`src/rtl/reset_sequencer.sv`:
```
// Power-up reset sequencer: PLL reset pulse, lock qualification, SDRAM release, then system release.
// Define RESET_SEQ_RETRY_EN to re-pulse the PLLs when lock does not arrive within LOCK_TIMEOUT cycles.
module reset_sequencer #(
    parameter int STABLE_CYCLES  = 27000,
    parameter int LOCK_TIMEOUT   = 2700000,
    parameter int PLL_RST_CYCLES = 270,
    parameter int SYS_DELAY      = 64
) (
    input  logic       clk,
    input  logic       rst_n,
    input  logic       lock_135,
    input  logic       lock_sdram,
    input  logic       sdram_init_done,
    output logic       pll_rst,
    output logic       sdram_rst_n,
    output logic       sys_rst_n,
    output logic       ready,
    output logic [3:0] retry_count
);

    localparam int CNT_W = 24;
    localparam logic [CNT_W-1:0] CNT_ZERO     = {CNT_W{1'b0}};
    localparam logic [CNT_W-1:0] CNT_ONE      = {{(CNT_W-1){1'b0}}, 1'b1};
    localparam logic [CNT_W-1:0] PLL_LAST     = CNT_W'(PLL_RST_CYCLES - 1);
    localparam logic [CNT_W-1:0] TIMEOUT_LAST = CNT_W'(LOCK_TIMEOUT - 1);
    localparam logic [CNT_W-1:0] STABLE_LAST  = CNT_W'(STABLE_CYCLES - 1);
    localparam logic [CNT_W-1:0] SYS_LAST     = CNT_W'(SYS_DELAY - 1);

    typedef enum logic [2:0] {
        ST_PLLRST    = 3'd0,
        ST_WAIT_LOCK = 3'd1,
        ST_STABLE    = 3'd2,
        ST_SDRAM     = 3'd3,
        ST_SYSDLY    = 3'd4,
        ST_RUN       = 3'd5
    } state_t;

    logic [1:0]       rst_sync_r;
    logic             rst_int_n_s;
    logic [1:0]       lock_135_sync_r;
    logic [1:0]       lock_sdram_sync_r;
    logic             locks_ok_s;
    state_t           state_r;
    state_t           state_s;
    logic [CNT_W-1:0] cnt_r;
    logic [CNT_W-1:0] cnt_s;
    logic             pll_rst_s;
    logic             sdram_rst_n_s;
    logic             sys_rst_n_s;
    logic             ready_s;
    logic             pll_rst_r;
    logic             sdram_rst_n_r;
    logic             sys_rst_n_r;
    logic             ready_r;
`ifdef RESET_SEQ_RETRY_EN
    logic [3:0]       retry_r;
    logic [3:0]       retry_s;
`endif

    // Reset bridge: asserts asynchronously, releases two clocks after rst_n rises.
    always_ff @(posedge clk or negedge rst_n) begin
        if (!rst_n) begin
            rst_sync_r <= 2'b00;
        end else begin
            rst_sync_r <= {rst_sync_r[0], 1'b1};
        end
    end

    assign rst_int_n_s = rst_sync_r[1];

    // Two-flop synchronizers for the asynchronous PLL lock indicators.
    always_ff @(posedge clk or negedge rst_int_n_s) begin
        if (!rst_int_n_s) begin
            lock_135_sync_r   <= 2'b00;
            lock_sdram_sync_r <= 2'b00;
        end else begin
            lock_135_sync_r   <= {lock_135_sync_r[0], lock_135};
            lock_sdram_sync_r <= {lock_sdram_sync_r[0], lock_sdram};
        end
    end

    assign locks_ok_s = lock_135_sync_r[1] & lock_sdram_sync_r[1];

    // State, shared counter, retry count and registered outputs.
    always_ff @(posedge clk or negedge rst_int_n_s) begin
        if (!rst_int_n_s) begin
            state_r       <= ST_PLLRST;
            cnt_r         <= CNT_ZERO;
            pll_rst_r     <= 1'b1;
            sdram_rst_n_r <= 1'b0;
            sys_rst_n_r   <= 1'b0;
            ready_r       <= 1'b0;
`ifdef RESET_SEQ_RETRY_EN
            retry_r       <= 4'd0;
`endif
        end else begin
            state_r       <= state_s;
            cnt_r         <= cnt_s;
            pll_rst_r     <= pll_rst_s;
            sdram_rst_n_r <= sdram_rst_n_s;
            sys_rst_n_r   <= sys_rst_n_s;
            ready_r       <= ready_s;
`ifdef RESET_SEQ_RETRY_EN
            retry_r       <= retry_s;
`endif
        end
    end

    // Next-state logic; lock loss is tested before any timer expiry.
    always_comb begin
        state_s = state_r;
        cnt_s   = cnt_r + CNT_ONE;
`ifdef RESET_SEQ_RETRY_EN
        retry_s = retry_r;
`endif
        case (state_r)
            ST_PLLRST: begin
                if (cnt_r == PLL_LAST) begin
                    state_s = ST_WAIT_LOCK;
                    cnt_s   = CNT_ZERO;
                end else begin
                    state_s = ST_PLLRST;
                end
            end
            ST_WAIT_LOCK: begin
                if (locks_ok_s) begin
                    state_s = ST_STABLE;
                    cnt_s   = CNT_ZERO;
                end else if (cnt_r == TIMEOUT_LAST) begin
`ifdef RESET_SEQ_RETRY_EN
                    state_s = ST_PLLRST;
                    cnt_s   = CNT_ZERO;
                    if (retry_r != 4'd15) begin
                        retry_s = retry_r + 4'd1;
                    end else begin
                        retry_s = retry_r;
                    end
`else
                    // Without retry the counter parks at the timeout instead of wrapping.
                    cnt_s = cnt_r;
`endif
                end else begin
                    state_s = ST_WAIT_LOCK;
                end
            end
            ST_STABLE: begin
                if (!locks_ok_s) begin
                    state_s = ST_WAIT_LOCK;
                    cnt_s   = CNT_ZERO;
                end else if (cnt_r == STABLE_LAST) begin
                    state_s = ST_SDRAM;
                    cnt_s   = CNT_ZERO;
                end else begin
                    state_s = ST_STABLE;
                end
            end
            ST_SDRAM: begin
                if (!locks_ok_s) begin
                    state_s = ST_WAIT_LOCK;
                    cnt_s   = CNT_ZERO;
                end else if (sdram_init_done) begin
                    state_s = ST_SYSDLY;
                    cnt_s   = CNT_ZERO;
                end else begin
                    state_s = ST_SDRAM;
                    cnt_s   = CNT_ZERO;
                end
            end
            ST_SYSDLY: begin
                if (!locks_ok_s) begin
                    state_s = ST_WAIT_LOCK;
                    cnt_s   = CNT_ZERO;
                end else if (cnt_r == SYS_LAST) begin
                    state_s = ST_RUN;
                    cnt_s   = CNT_ZERO;
                end else begin
                    state_s = ST_SYSDLY;
                end
            end
            ST_RUN: begin
                cnt_s = CNT_ZERO;
                if (!locks_ok_s) begin
                    state_s = ST_WAIT_LOCK;
                end else begin
                    state_s = ST_RUN;
                end
            end
            default: begin
                state_s = ST_PLLRST;
                cnt_s   = CNT_ZERO;
            end
        endcase
    end

    // Output decode of the upcoming state so registered outputs line up with state_r.
    always_comb begin
        pll_rst_s     = 1'b0;
        sdram_rst_n_s = 1'b0;
        sys_rst_n_s   = 1'b0;
        ready_s       = 1'b0;
        case (state_s)
            ST_PLLRST: begin
                pll_rst_s = 1'b1;
            end
            ST_SDRAM, ST_SYSDLY: begin
                sdram_rst_n_s = 1'b1;
            end
            ST_RUN: begin
                sdram_rst_n_s = 1'b1;
                sys_rst_n_s   = 1'b1;
                ready_s       = 1'b1;
            end
            default: begin
                pll_rst_s     = 1'b0;
                sdram_rst_n_s = 1'b0;
            end
        endcase
    end

    assign pll_rst     = pll_rst_r;
    assign sdram_rst_n = sdram_rst_n_r;
    assign sys_rst_n   = sys_rst_n_r;
    assign ready       = ready_r;
`ifdef RESET_SEQ_RETRY_EN
    assign retry_count = retry_r;
`else
    assign retry_count = 4'd0;
`endif

endmodule

```
`config.mk`:
```
export PLATFORM = sky130hd
export DESIGN_NAME = reset_sequencer
export DESIGN_NICKNAME = d
export VERILOG_FILES = /design/src/rtl/reset_sequencer.sv
export SDC_FILE = /design/constraint.sdc
export NUM_CORES = 1
export LEC_CHECK = 0
export CAP_MARGIN = 20
export CORE_AREA = 8 8 75 77
export CTS_BUF_LIST = sky130_fd_sc_hd__clkbuf_4
export DETAILED_ROUTE_END_ITERATION = 12
export DIE_AREA = 0 0 83 85
export PLACE_DENSITY = 0.67
export RECOVER_POWER = 50
export SLEW_MARGIN = 15
export SYNTH_ARGS = -nofsm -noshare
export SYNTH_HDL_FRONTEND = slang
export SYNTH_SLANG_ARGS = --single-unit
```
`constraint.sdc`:
```
create_clock -name clk -period 1.62 [get_ports clk]
set_input_delay 0.243 -clock clk [delete_from_list [all_inputs] [get_ports clk]]
set_output_delay 0.243 -clock clk [all_outputs]
set_load 0.02 [all_outputs]
```
==> metrics.txt <==
Max VDD drop=approximately 0.71 mV; Post-synth ARST share=100%; share of cells above drive strength 1=~30%; count leader, synth=dfrtp_1; die height=85 microns; CP Class=flip-flop to flip-flop; largest net degree at the start of global routing=35; Gate power share=34.7%; area leader, netlist=dfrtp_1; worst-path fanout max=3; TNS Setup=-16.83 ns; Slew Limit Fails=0; switching part of the total=31.8%; CP max stage delay=0.53 ns; number of I/O pins=13; Net Sw Power=roughly 0.0008 W; total track usage=between 10 and 15%; status=complete, but fails checks; Leakage=1.18 nW; last weighted congestion value of the routability-driven placer=0.847; Num CTS Buffers=5; Post-synth top cells=dfrtp_1 (35), nor2_1 (30), nand2_1 (15); dpl cells=307; Vias/cell=5.29; final hold slack=0.118 ns; Seq cells post-synth=36; Worst EP arrival=2.49 ns; Worst-Margin Slew=0.836 ns; post-synth cell types=46; Synth Cell Area=about 2000 sq um; clock-pin transition on the worst setup and hold timing paths=approximately 0.12 ns; Worst-Skew Late Latency=0.34 ns; antenna violations before repair=0; crit path buf inv count=2; first-pass GRT wire length=slightly above 7000 microns; via count=1,681; DR iter-0 viols=between 100 and 150; CTS Buffer Depth=2; Setup WS post-layout=-0.625 ns; clk_skew=around 0.014 ns; H-Tree Level Count=2; final setup violation count=28; crit end category=flip-flop; HPWL Detailed=3170 microns; Root Buffer=clkbuf_4; sequential-to-total area share from yosys stat=a little under half; diodes inserted=0; first-pass iteration count of the detailed router=4; worst reg2reg setup slack=-0.62 ns; pre-CTS setup slack=-0.598 ns; min Tclk post-route=2.24 ns; die area=7060 sq um; area grow syn2layout=32.8%; top post-synthesis cells by area=dfrtp_1 (45%), xor2_1 (6.3%), nor2_1 (5.8%); CTS sink cnt=36; hold_buf cts=0; WP data required=1.87 ns; vias in the first global route=1,559; Overflow after GRT=0; max-cap violations=0; CP delay by family, top=simple AND/OR/NAND/NOR gates; CP cell instances=or4_4 > or3b_4 > buf_4 > buf_6 > o31ai_4 > a211oi_2 > nor3_1; post-route ant nets=0; Startpoint Class=flip-flop; pwr/cell area=between 900 and 1000 nW/um^2; port bufs=8; Slew headroom=44.2%; row count=25; # nets final=270; routed wire length per instance=13.8 microns; Core Util, Final=between 50% and 60%; DIE WIDTH=roughly 83 microns; fin crit share=139%; ys flop type=dfrtp_1; RSZ-0062 raised after global routing=true; CORE AREA=4540 sq um; CTS tree=done; drt total wl=4380 microns; CP max stage cell=or4_4; Post-route DRC=0; failing checks=setup timing; YS warnings=0; min-delay worst type=input port to asynchronous set/reset pin; Clock power frac=24.4%; Initial Util=between 40% and 50%; syn_area_per_cell=9.52 sq um; f_max=~0.45 GHz; Flop pwr share=40.9%; fin cells=318; Final Hold Viols=0; Post-Synthesis Cells=205; Post-synth EDFFs=0; Int Power=roughly 0.0018 W; top-area cell type share of the netlist area=44.9%
[worst register-to-register path, stage by stage, from the launching register on]
cell and delay (ns):
dfrtp_1 0.42, or4_4 0.53, or3b_4 0.42, buf_4 0.15, buf_6 0.12, o31ai_4 0.19
a211oi_2 0.13, nor3_1 0.20
[layout make-up]
class,instances,area [sq um]
Fill cell,377,1950
Sequential cell,36,902
Timing Repair Buffer,61,494
Inverter,3,11.3
Multi-Input combinational cell,156,1030
Clock buffer,5,37.5
Clock inverter,3,42.5
Tap cell,54,67.6
[per-stage QoR]
| step | power, W | cell area, sq um |
|---|---|---|
| global placement | 0.00185 | 2430 |
| global route | 0.00272 | 2590 |
| detailed placement | 0.00186 | 2430 |
| floorplan | 0.00155 | 1980 |
| finish | 0.00257 | 2590 |
| CTS | 0.00253 | 2560 |
[final timing paths]
kind / startpoint / end / cells past startpoint
max: cnt_r[20]$_DFFE_PN0P_ / ready$_DFF_PN0_ / 7
min: rst_n / rst_sync_r[0]$_DFF_PN0_ / 1
max reg2reg: cnt_r[20]$_DFFE_PN0P_ / ready$_DFF_PN0_ / 7
min reg2reg: lock_135_sync_r[0]$_DFF_PN0_ / lock_135_sync_r[1]$_DFF_PN0_ / 0
max in group asynchronous: rst_sync_r[1]$_DFF_PN0_ / cnt_r[23]$_DFFE_PN0P_ / 1
min in group clk: lock_135_sync_r[0]$_DFF_PN0_ / lock_135_sync_r[1]$_DFF_PN0_ / 0
[cells by family (layout without fill, tap and decap cells)]
logic type	Yosys count	count (layout)	share of synthesized area [%]
multiplexers	1	1	0.513
XOR/XNOR	19	19	8.53
other	2	5	0.385
AND/OR/NAND/NOR	106	106	29.6
AO/OA/AOI/OAI	23	23	8.60
adder cells (fa/ha/maj)	2	2	1.28
buffers and inverters	16	72	4.81
flip-flops	36	36	46.2
[layout by cell type (no fill, tap or decap), types with 5 or more instances in the layout]
cell type	n
nor2_1	30
xor2_1	14
xnor2_1	5
nor3_1	6
clkbuf_4	5
and3_1	6
nand3_1	8
dfrtp_1	35
nor4_1	6
buf_4	49
nand2_1	15
conb_1	5
nand4_1	10
[registers in the layout, indices dropped and copies added (netlist names)]
signal,flops
cnt_r,24
state_r,3
lock_135_sync_r,2
lock_sdram_sync_r,2
rst_sync_r,2
pll_rst,1
ready,1
sdram_rst_n,1
[metal layers]
| metal | part of all wire, % | global-route usage [%] | vias up |
|---|---|---|---|
| li1 | - | - | 842 |
| met1 | 46 | 14.8 | 795 |
| met2 | 47 | 19.4 | 36 |
| met3 | 3.9 | 3.54 | 8 |
| met4 | 2.4 | 5.11 | 0 |
| met5 | 0 | 0 | - |
[what timing repair did]
| action | 4_1_cts | 5_1_grt |
|---|---|---|
| gates resized for setup | 8 | 5 |
| pin swaps | 1 | 4 |
| gates cloned | 0 | 0 |
| endpoints found under the setup margin | 29 | 28 |
| setup buffers | 2 | 1 |
[power groups by stage]
| stage | combinational [W] | clock [W] | sequential [W] |
|---|---|---|---|
| after floorplan | 0.000415 | 0 | 0.00114 |
| after global placement | 0.000780 | 0 | 0.00107 |
| after detailed placement | 0.000791 | 0 | 0.00107 |
| after CTS | 0.000831 | 0.000643 | 0.00105 |
| after global routing | 0.000974 | 0.000675 | 0.00107 |
| final | 0.000892 | 0.000627 | 0.00105 |
Note: power is estimated with default switching activity, not from simulation.
